[src/rtl/periph_pkg.sv]
// ---------------------------------------------------------------------------
// periph_pkg
// Shared constants for the memory-mapped peripheral block: register byte
// offsets inside the 32-byte window, TCON bit positions and window size.
// Revision: 1.0 - initial release
// ---------------------------------------------------------------------------
`default_nettype none

package periph_pkg;

  localparam int unsigned C_WINDOW_BYTES = 32;
  localparam int unsigned C_WINDOW_WORDS = C_WINDOW_BYTES / 4;

  // Byte offsets from BASE_ADDR
  localparam logic [4:0] OFF_TH      = 5'h00;
  localparam logic [4:0] OFF_TL      = 5'h04;
  localparam logic [4:0] OFF_TCON    = 5'h08;
  localparam logic [4:0] OFF_LED     = 5'h0C;
  localparam logic [4:0] OFF_SWITCH  = 5'h10;
  localparam logic [4:0] OFF_DIGI    = 5'h14;
  localparam logic [4:0] OFF_SYSTICK = 5'h18;

  // TCON bit indices
  localparam int unsigned TCON_EN = 0;
  localparam int unsigned TCON_IE = 1;
  localparam int unsigned TCON_IS = 2;

endpackage

`default_nettype wire

[src/rtl/periph_bus_timer_core.sv]
// ---------------------------------------------------------------------------
// timer_core
// Reloadable 32-bit timer: TH (reload), TL (count), TCON (enable, irq enable,
// irq status). CPU writes override the hardware count/reload; a hardware
// status set is OR-ed into a coincident TCON write so no interrupt is lost.
// Ports:
//   clk, reset      clock, synchronous active-low reset
//   i_wr_th/tl/tcon one-hot register write strobes (already decoded)
//   i_wdata         store data
//   o_th/o_tl/o_tcon current register values
//   o_irq           TCON.IS & TCON.IE
// Revision: 1.0 - initial release
// ---------------------------------------------------------------------------
`default_nettype none

module timer_core
  import periph_pkg::*;
(
  input  logic        clk,
  input  logic        reset,
  input  logic        i_wr_th,
  input  logic        i_wr_tl,
  input  logic        i_wr_tcon,
  input  logic [31:0] i_wdata,
  output logic [31:0] o_th,
  output logic [31:0] o_tl,
  output logic [2:0]  o_tcon,
  output logic        o_irq
);

  logic [31:0] r_th;
  logic [31:0] r_tl;
  logic [2:0]  r_tcon;
  logic        w_ovf;
  logic        w_ovf_set;

  assign w_ovf     = r_tcon[TCON_EN] && (r_tl == 32'hFFFF_FFFF);
  assign w_ovf_set = w_ovf && r_tcon[TCON_IE];

  always_ff @(posedge clk) begin
    if (!reset) begin
      r_th   <= 32'd0;
      r_tl   <= 32'd0;
      r_tcon <= 3'd0;
    end else begin
      if (i_wr_th) begin
        r_th <= i_wdata;
      end

      if (i_wr_tl) begin
        r_tl <= i_wdata;
      end else if (r_tcon[TCON_EN]) begin
        r_tl <= w_ovf ? r_th : r_tl + 32'd1;
      end

      if (i_wr_tcon) begin
        r_tcon <= {i_wdata[TCON_IS] | w_ovf_set, i_wdata[1:0]};
      end else if (w_ovf_set) begin
        r_tcon[TCON_IS] <= 1'b1;
      end
    end
  end

  assign o_th   = r_th;
  assign o_tl   = r_tl;
  assign o_tcon = r_tcon;
  assign o_irq  = r_tcon[TCON_IS] & r_tcon[TCON_IE];

endmodule

`default_nettype wire

[src/rtl/periph_bus.sv]
// ---------------------------------------------------------------------------
// periph_bus
// Memory-mapped peripheral window: address decode, registered read mux,
// free-running SYSTICK, LED and 7-segment registers, 2-flop switch
// synchroniser, and the timer (timer_core) that drives the pipeline irq.
// Ports:
//   clk, reset           clock, synchronous active-low reset
//   addr, wr_data        EX-stage byte address and store data
//   mem_read, mem_write  EX-stage load/store strobes
//   switches             asynchronous board switches
//   hit                  combinational window decode
//   rd_data              registered read data (1-cycle latency)
//   irq, leds, digits    interrupt request, LED and 7-segment registers
// Revision: 1.0 - initial release
// ---------------------------------------------------------------------------
`default_nettype none

module periph_bus
  import periph_pkg::*;
#(
  parameter logic [31:0] BASE_ADDR = 32'h4000_0000,
  parameter int unsigned LED_W     = 8,
  parameter int unsigned SW_W      = 8
) (
  input  logic             clk,
  input  logic             reset,
  input  logic [31:0]      addr,
  input  logic [31:0]      wr_data,
  input  logic             mem_read,
  input  logic             mem_write,
  input  logic [SW_W-1:0]  switches,
  output logic             hit,
  output logic [31:0]      rd_data,
  output logic             irq,
  output logic [LED_W-1:0] leds,
  output logic [11:0]      digits
);

  logic [29:0]      w_word_off;
  logic [4:0]       w_off;
  logic             w_wr;
  logic [31:0]      w_rmux;
  logic [31:0]      w_th;
  logic [31:0]      w_tl;
  logic [2:0]       w_tcon;
  logic             w_unused;

  logic [31:0]      r_systick;
  logic [LED_W-1:0] r_led;
  logic [11:0]      r_digi;
  logic [SW_W-1:0]  r_sync1;
  logic [SW_W-1:0]  r_sync2;
  logic [31:0]      r_rd_data;

  // Word distance from the base; subtracting handles any word-aligned base.
  assign w_word_off = addr[31:2] - BASE_ADDR[31:2];
  assign hit        = (w_word_off < 30'(C_WINDOW_WORDS));
  assign w_off      = {w_word_off[2:0], 2'b00};
  assign w_wr       = mem_write && hit;
  assign w_unused   = &{1'b0, addr[1:0]};

  timer_core u_timer (
    .clk      (clk),
    .reset    (reset),
    .i_wr_th  (w_wr && (w_off == OFF_TH)),
    .i_wr_tl  (w_wr && (w_off == OFF_TL)),
    .i_wr_tcon(w_wr && (w_off == OFF_TCON)),
    .i_wdata  (wr_data),
    .o_th     (w_th),
    .o_tl     (w_tl),
    .o_tcon   (w_tcon),
    .o_irq    (irq)
  );

  always_comb begin
    w_rmux = 32'd0;
    case (w_off)
      OFF_TH:      w_rmux = w_th;
      OFF_TL:      w_rmux = w_tl;
      OFF_TCON:    w_rmux = 32'(w_tcon);
      OFF_LED:     w_rmux = 32'(r_led);
      OFF_SWITCH:  w_rmux = 32'(r_sync2);
      OFF_DIGI:    w_rmux = 32'(r_digi);
      OFF_SYSTICK: w_rmux = r_systick;
      default:     w_rmux = 32'd0;
    endcase
  end

  always_ff @(posedge clk) begin
    if (!reset) begin
      r_systick <= 32'd0;
      r_led     <= '0;
      r_digi    <= 12'd0;
      r_sync1   <= '0;
      r_sync2   <= '0;
      r_rd_data <= 32'd0;
    end else begin
      r_systick <= r_systick + 32'd1;
      r_sync1   <= switches;
      r_sync2   <= r_sync1;
      // Mux sees pre-edge register values, so a combined read+write
      // returns the old contents.
      r_rd_data <= (mem_read && hit) ? w_rmux : 32'd0;
      if (w_wr && (w_off == OFF_LED)) begin
        r_led <= wr_data[LED_W-1:0];
      end
      if (w_wr && (w_off == OFF_DIGI)) begin
        r_digi <= wr_data[11:0];
      end
    end
  end

  assign rd_data = r_rd_data;
  assign leds    = r_led;
  assign digits  = r_digi;

endmodule

`default_nettype wire
[config.mk]
export PLATFORM = sky130hd
export DESIGN_NAME = periph_bus
export DESIGN_NICKNAME = d
export VERILOG_FILES = /design/src/rtl/periph_pkg.sv /design/src/rtl/periph_bus_timer_core.sv /design/src/rtl/periph_bus.sv
export SDC_FILE = /design/constraint.sdc
export NUM_CORES = 1
export LEC_CHECK = 0
export CAP_MARGIN = 20
export CORE_MARGIN = 2
export CORE_UTILIZATION = 50
export CTS_BUF_LIST = sky130_fd_sc_hd__clkbuf_4
export DETAILED_ROUTE_END_ITERATION = 10
export HOLD_SLACK_MARGIN = 0.1
export MAX_ROUTING_LAYER = met4
export PLACE_DENSITY_LB_ADDON = 0.12
export SYNTH_ARGS = -nofsm -noshare
export SYNTH_HDL_FRONTEND = slang
export SYNTH_SLANG_ARGS = --single-unit
[constraint.sdc]
create_clock -name clk -period 2.9 [get_ports clk]
set_clock_uncertainty 0.05 [all_clocks]
set_input_delay 0.725 -clock clk [delete_from_list [all_inputs] [get_ports clk]]
set_output_delay 0.725 -clock clk [all_outputs]
set_load 0.05 [all_outputs]
==> results.md, run 1 <==
* Vias in the first global route at 6,850
* # Post-CTS Setup Buffers at 0
* Setup TNS at 0 ns
* Top_reg_cell synth: dfxtp_1
* Unrepaired setup endpoints after global routing: false
* Cell row count at 46
* Total track usage at 0.280
* Starting Density at 0.516
* Seq/Total Area, Yosys at 0.405
* Detailed placer's ending HPWL at 16,900 um
* # hold bufs at CTS at 0
* Max Clock Freq at 355 MHz
* CTS tree: done
* Register bit total from synthesis at 167
* CP Launch Type: input pin
* Post-synth EDFFs at 0
* Remaining DRCs at 0
* Post-synthesis cell type count at 73
* Final instance area at 10,200 um^2
* Post-route non-filler standard cell count at 1,269
* Minimum clock period at 2.82 ns
* IO Port Bufs at 127
* Ys Warns at 0
* Worst-margin pin slew at 0.687 ns
* Via count at 7,537
* Largest cells by area after synthesis: dfxtp_1 40%, mux2i_1 8.6%, nor2_1 6.0%, mux2_2 3.8%, a22oi_1 2.6%
* Root buffer cell: clkbuf_4
* Layout cells sized above 1 at 0.132
* Crit path DAT at 2.04 ns
* Post-DRT Antenna Nets at 0
* Max-cap viol count at 0
* First-pass GRT wire length at 38,000 um
* Largest net degree at the start of global routing at 47
* Area delta synth->final at 23.2%
* Synth Cell Area at 8260 um^2
* Cell Pwr Density at 390 nW/um^2
* CTS sink count at 167
* Placed cell count at 1,235
* Final setup viols at 0
* Final WL at 23,700 um
* Avg Inst Size Synth at 9.00 um^2
* Routability cong. at 0.878
* Period Utilization, post-route at 0.972
* CP required at 2.12 ns
* Core area at 16,000 um^2
* Most frequent cells after synthesis: 167 x dfxtp_1, 133 x nor2_1, 71 x mux2i_1
* Final hold slack at 0.399 ns
* Post-synth ARST share at 0
* Hold Vio Cnt, Final at 0
* Fin util at 0.636
* Setup Crit Path Kind: in2out
* CTS buffer count at 17
* Slew margin rel. at 0.538
* Avg WL per Cell at 18.6 um
* CTS Buffer Depth at 2
* Mapped Nets at 995
* DIE WIDTH at 133 um
* Initial DRC count at 650
* Die footprint at 17,600 um^2
* Slew Limit Fails at 0
* I/O pin count at 130
* Chip height at 133 um
* Hold crit path type: reg2reg
* H-tree Lvls at 4
* DR pass1 iterations at 5
* Leak pwr at 0.00338 uW
* Initial antenna violation count at 1
* Dpl cell area at 9870 um^2
* Reg clk slew, reported paths at 0.14 ns
* Gate Count Post-Synth at 917
* Crit Path Max Fanout at 3
* Synth top area share at 0.405
* Most common cell in the netlist: dfxtp_1
* CP Capture Type: primary output
* Vias per cell at 5.94
* NumNets Final at 1,116
* Peak supply drop at 0.286 mV
* Dominant cell type by area after synthesis: dfxtp_1
* Status: completed
* GRT overflow at 0
* Worst-Skew Late Latency at 0.57 ns
-- final timing paths --
check,endpoint,slack [ns],start,depth (start not counted)
setup / recovery,hit,0.08,addr[28],5
hold / removal,r_sync2[6],0.40,r_sync1[6],1
setup reg to reg,u_timer.o_tl[9],0.46,u_timer.o_tl[5],6
hold reg to reg,r_sync2[6],0.40,r_sync1[6],1
-- layout make-up --
cell class                      instances  area (um^2)
Sequential cell                       167         3340
Multi-Input combinational cell        666         4540
Clock buffer                           17          128
Fill cell                            1451         5830
Clock inverter                         15          153
Antenna cell                            2         5.00
Timing Repair Buffer                  172         1680
Tap cell                              216          270
Inverter                               14         52.6
-- metal layers --
metal | wire length (um) | GRT usage
met5 | 0 | -
met4 | 310 | 0.0627
met3 | 1580 | 0.0536
met2 | 10300 | 0.391
met1 | 11500 | 0.415
-- flip-flops by register name, summed over array words and instances (netlist names), 8 cells and up --
name	flops
r_systick	32
r_sync2	8
r_sync1	8
u_timer.o_tl	32
rd_data	32
digits	12
u_timer.o_th	32
leds	8
-- logic make-up after synthesis --
logic type                 synth area share
muxes                                 0.130
xor gates and xnor gates             0.0297
AOI/OAI and AO/OA                     0.146
DFF                                   0.405
and+or+nand+nor                       0.237
buffers and inverters                0.0494
adders and majority gates           0.00303
-- worst max-delay path, stage by stage --
cell	delay, ns
clkdlybuf4s50_1	0.41
nor4_2	0.36
nand4_2	0.20
nor2_4	0.19
buf_12	0.15
-- cell usage in the layout, fill, tap and decap left out, types with 21 or more instances in the layout --
master	count
buf_4	39
nand2_1	35
nor4_1	21
clkdlybuf4s50_1	124
mux2_2	28
a22oi_1	29
nor3_1	28
mux2i_1	71
nand3_1	43
and2_1	28
o21ai_0	38
dfxtp_1	167
nor2_1	132
-- metrics by stage --
step	power, uW	setup WS [ns]
after detailed placement	2640	-0.111
after global placement	2640	-0.0354
after CTS	3990	0.0258
after floorplan	2480	0.214
after global routing	4110	0.00630
final	3960	0.0805
-- report_power, final --
group | leakage, uW | total (uW) | switching [uW] | internal (uW)
combinational | 0.00188 | 279 | 139 | 140
clock | 0.000143 | 1370 | 854 | 514
sequential | 0.00135 | 2320 | 8.12 | 2310
-- what timing repair did --
item                       4_1_cts  5_1_grt
setup endpoints to repair        1        1
gates resized for setup          1        2
pin swaps                        0        1
Power figures use the tool's default switching activity.
==> run 2, diff against run 1 <==
--- a/config.mk
+++ b/config.mk
@@ -6,6 +6,7 @@
 export NUM_CORES = 1
 export LEC_CHECK = 0
 export CAP_MARGIN = 20
+export CORE_ASPECT_RATIO = 1.1
 export CORE_MARGIN = 2
 export CORE_UTILIZATION = 50
 export CTS_BUF_LIST = sky130_fd_sc_hd__clkbuf_4
@@ -13,6 +14,7 @@
 export HOLD_SLACK_MARGIN = 0.1
 export MAX_ROUTING_LAYER = met4
 export PLACE_DENSITY_LB_ADDON = 0.12
+export RECOVER_POWER = 50
 export SYNTH_ARGS = -nofsm -noshare
 export SYNTH_HDL_FRONTEND = slang
 export SYNTH_SLANG_ARGS = --single-unit
==> run 2 against run 1 <==
Net effect: utilization down 1.4 points; first-iteration DRC count down 15%; wire length decreased by 0.52%; die area about the same; sequential share of layout area increased by 0.23 points; highest routed layer unchanged; clock-buffer cell count rose by 3; critical path depth is the same; cell area fell by 0.70%.
==> results.md, run 2 (synthesis results as in run 1) <==
* Reg clk slew, reported paths at 0.14 ns
* CTS Buffer Depth at 2
* Final setup viols at 0
* FF-to-FF path depth at 6
* Sw Share at 0.248
* Max-cap viol count at 0
* Via count at 7,407
* Period Utilization, post-route at 0.962
* Post-DRT Antenna Nets at 0
* CTS tree: done
* Vias per cell at 5.90
* Minimum clock period at 2.79 ns
* Dpl cell area at 9860 um^2
* Slew margin rel. at 0.165
* Reg2reg end: u_timer.o_tl[3]
* GRT overflow at 0
* Leak pwr at 0.00334 uW
* Sw Pwr at 983 uW
* Final instance area at 10,100 um^2
* Placed cell count at 1,222
* Initial DRC count at 552
* IO Port Bufs at 127
* DR pass1 iterations at 5
* Gate power share at 0.071
* Unrepaired setup endpoints after global routing: false
* Area delta synth->final at 22.3%
* I/O pin count at 130
* Chip height at 139 um
* CP Launch Type: input pin
* CP max stage cell: clkdlybuf4s50_1
* Crit Path Max Fanout at 2
* Initial antenna violation count at 1
* CTS buffer count at 17
* Internal at 2990 uW
* Hold Path Depth at 1
* Max Clock Freq at 358 MHz
* Peak supply drop at 0.262 mV
* Total track usage at 0.278
* Hold crit path type: reg2reg
* FF-to-FF setup slack at 0.33 ns
* Setup Crit Path Kind: in2out
* Critical path's largest stage delay at 0.42 ns
* Post-route non-filler standard cell count at 1,255
* Status: completed
* Cell row count at 49
* CP Capture Type: primary output
* Worst-Skew Late Latency at 0.58 ns
* H-tree Lvls at 4
* Hold Crit Endpoint: r_sync2[7]
* Remaining DRCs at 0
* Vias in the first global route at 6,988
* Avg WL per Cell at 18.7 um
* Most frequent cells in the layout: 167 x dfxtp_1, 132 x nor2_1, 124 x clkdlybuf4s50_1
* CTS sink count at 167
* Cell Pwr Density at 393 nW/um^2
* DIE WIDTH at 127 um
* NumNets Final at 1,116
* Detailed placer's ending HPWL at 16,700 um
* CP required at 2.12 ns
* FF-to-FF Start: u_timer.o_tl[0]
* Root buffer cell: clkbuf_4
* First-pass GRT wire length at 37,700 um
* Leading cell type in the layout, fill and taps excluded: dfxtp_1
* Slew Limit Fails at 0
* Crit path DAT at 2.02 ns
* Reg power frac at 0.583
* Routability cong. at 0.879
* Final WL at 23,500 um
* Worst path cell trace: clkdlybuf4s50_1, nor4_2, nand4_2, nor2_2, buf_12
* Clk network pwr share at 0.346
* Largest net degree at the start of global routing at 60
* Core area at 16,200 um^2
* Min-delay src: r_sync1[7]
* Worst-margin pin slew at 1.25 ns
* Power, Total at 3970 uW
* Layout cells sized above 1 at 0.126
* Die footprint at 17,600 um^2
* Starting Density at 0.508
* Fin util at 0.622
* Hold Vio Cnt, Final at 0
==> run 2: cell types whose count changed in the layout (fill, tap and decap cells not counted), moves of 2 or more <==
cell	previous run	this run
inv_6	4	2
buf_4	39	31
clkbuf_2	0	3
and2_1	28	20
clkbuf_4	17	22
clkbuf_1	0	5
and2_0	0	8
clkinv_2	3	1
nor4_2	5	7
==> run 2: cell type report <==
| cell class | count | area (um^2) |
|---|---|---|
| diodes | 1 | 2.50 |
| fillers | 1440 | 6150 |
| flip-flops and latches | 167 | 3340 |
| repair buffers | 172 | 1650 |
| multi-input cells | 666 | 4520 |
| inverters | 14 | 52.6 |
| clock buffers | 20 | 150 |
| clock inverters | 11 | 125 |
| well taps | 204 | 255 |
==> run 2: critical path, delay by kind of cell <==
kind,cells,cell delay [ns]
buffers and inverters,2,0.58
and+or+nand+nor,3,0.71
==> run 2: through the flow <==
stage	setup TNS [ns]	hold slack (ns)	setup slack (ns)
4_1_cts	0	0.388	0.0649
5_1_grt	0	0.416	0.0110
2_1_floorplan	0	0.362	0.214
3_3_place_gp	-0.780	0.363	-0.0542
3_5_place_dp	-2.79	0.367	-0.0830
6_report	0	0.395	0.109
==> run 2: timing repair <==
action | CTS | global route
endpoints found under the setup margin | 1 | 1
resized for setup | 0 | 2
buffers inserted | 1 | 0
pin swaps | 1 | 0
hold buffers | 0 | 0
==> run 2: power by group through the flow <==
stage                     combinational, uW  clock [uW]  sequential [uW]
after floorplan                         114           0             2360
after global placement                  279           0             2370
after detailed placement                282           0             2370
after CTS                               283        1400             2320
after global routing                    302        1490             2320
final                                   280        1370             2320
==> run 2: per-layer routing <==
metal / vias to the layer above / global-route usage / part of all wire
li1: 3615 / - / -
met1: 3514 / 0.346 / 0.43
met5: - / - / 0
met4: 0 / 0.115 / 0.036
met2: 223 / 0.448 / 0.49
met3: 55 / 0.0432 / 0.040
==> run 2: how the worst max path moves through the flow <==
stage,start,end,cells after the start
floorplan,addr[15],rd_data[5],6
global placement,addr[20],hit,5
detailed placement,addr[20],digits[9],8
CTS,addr[18],hit,5
global route,addr[12],hit,5
finish,addr[28],hit,5
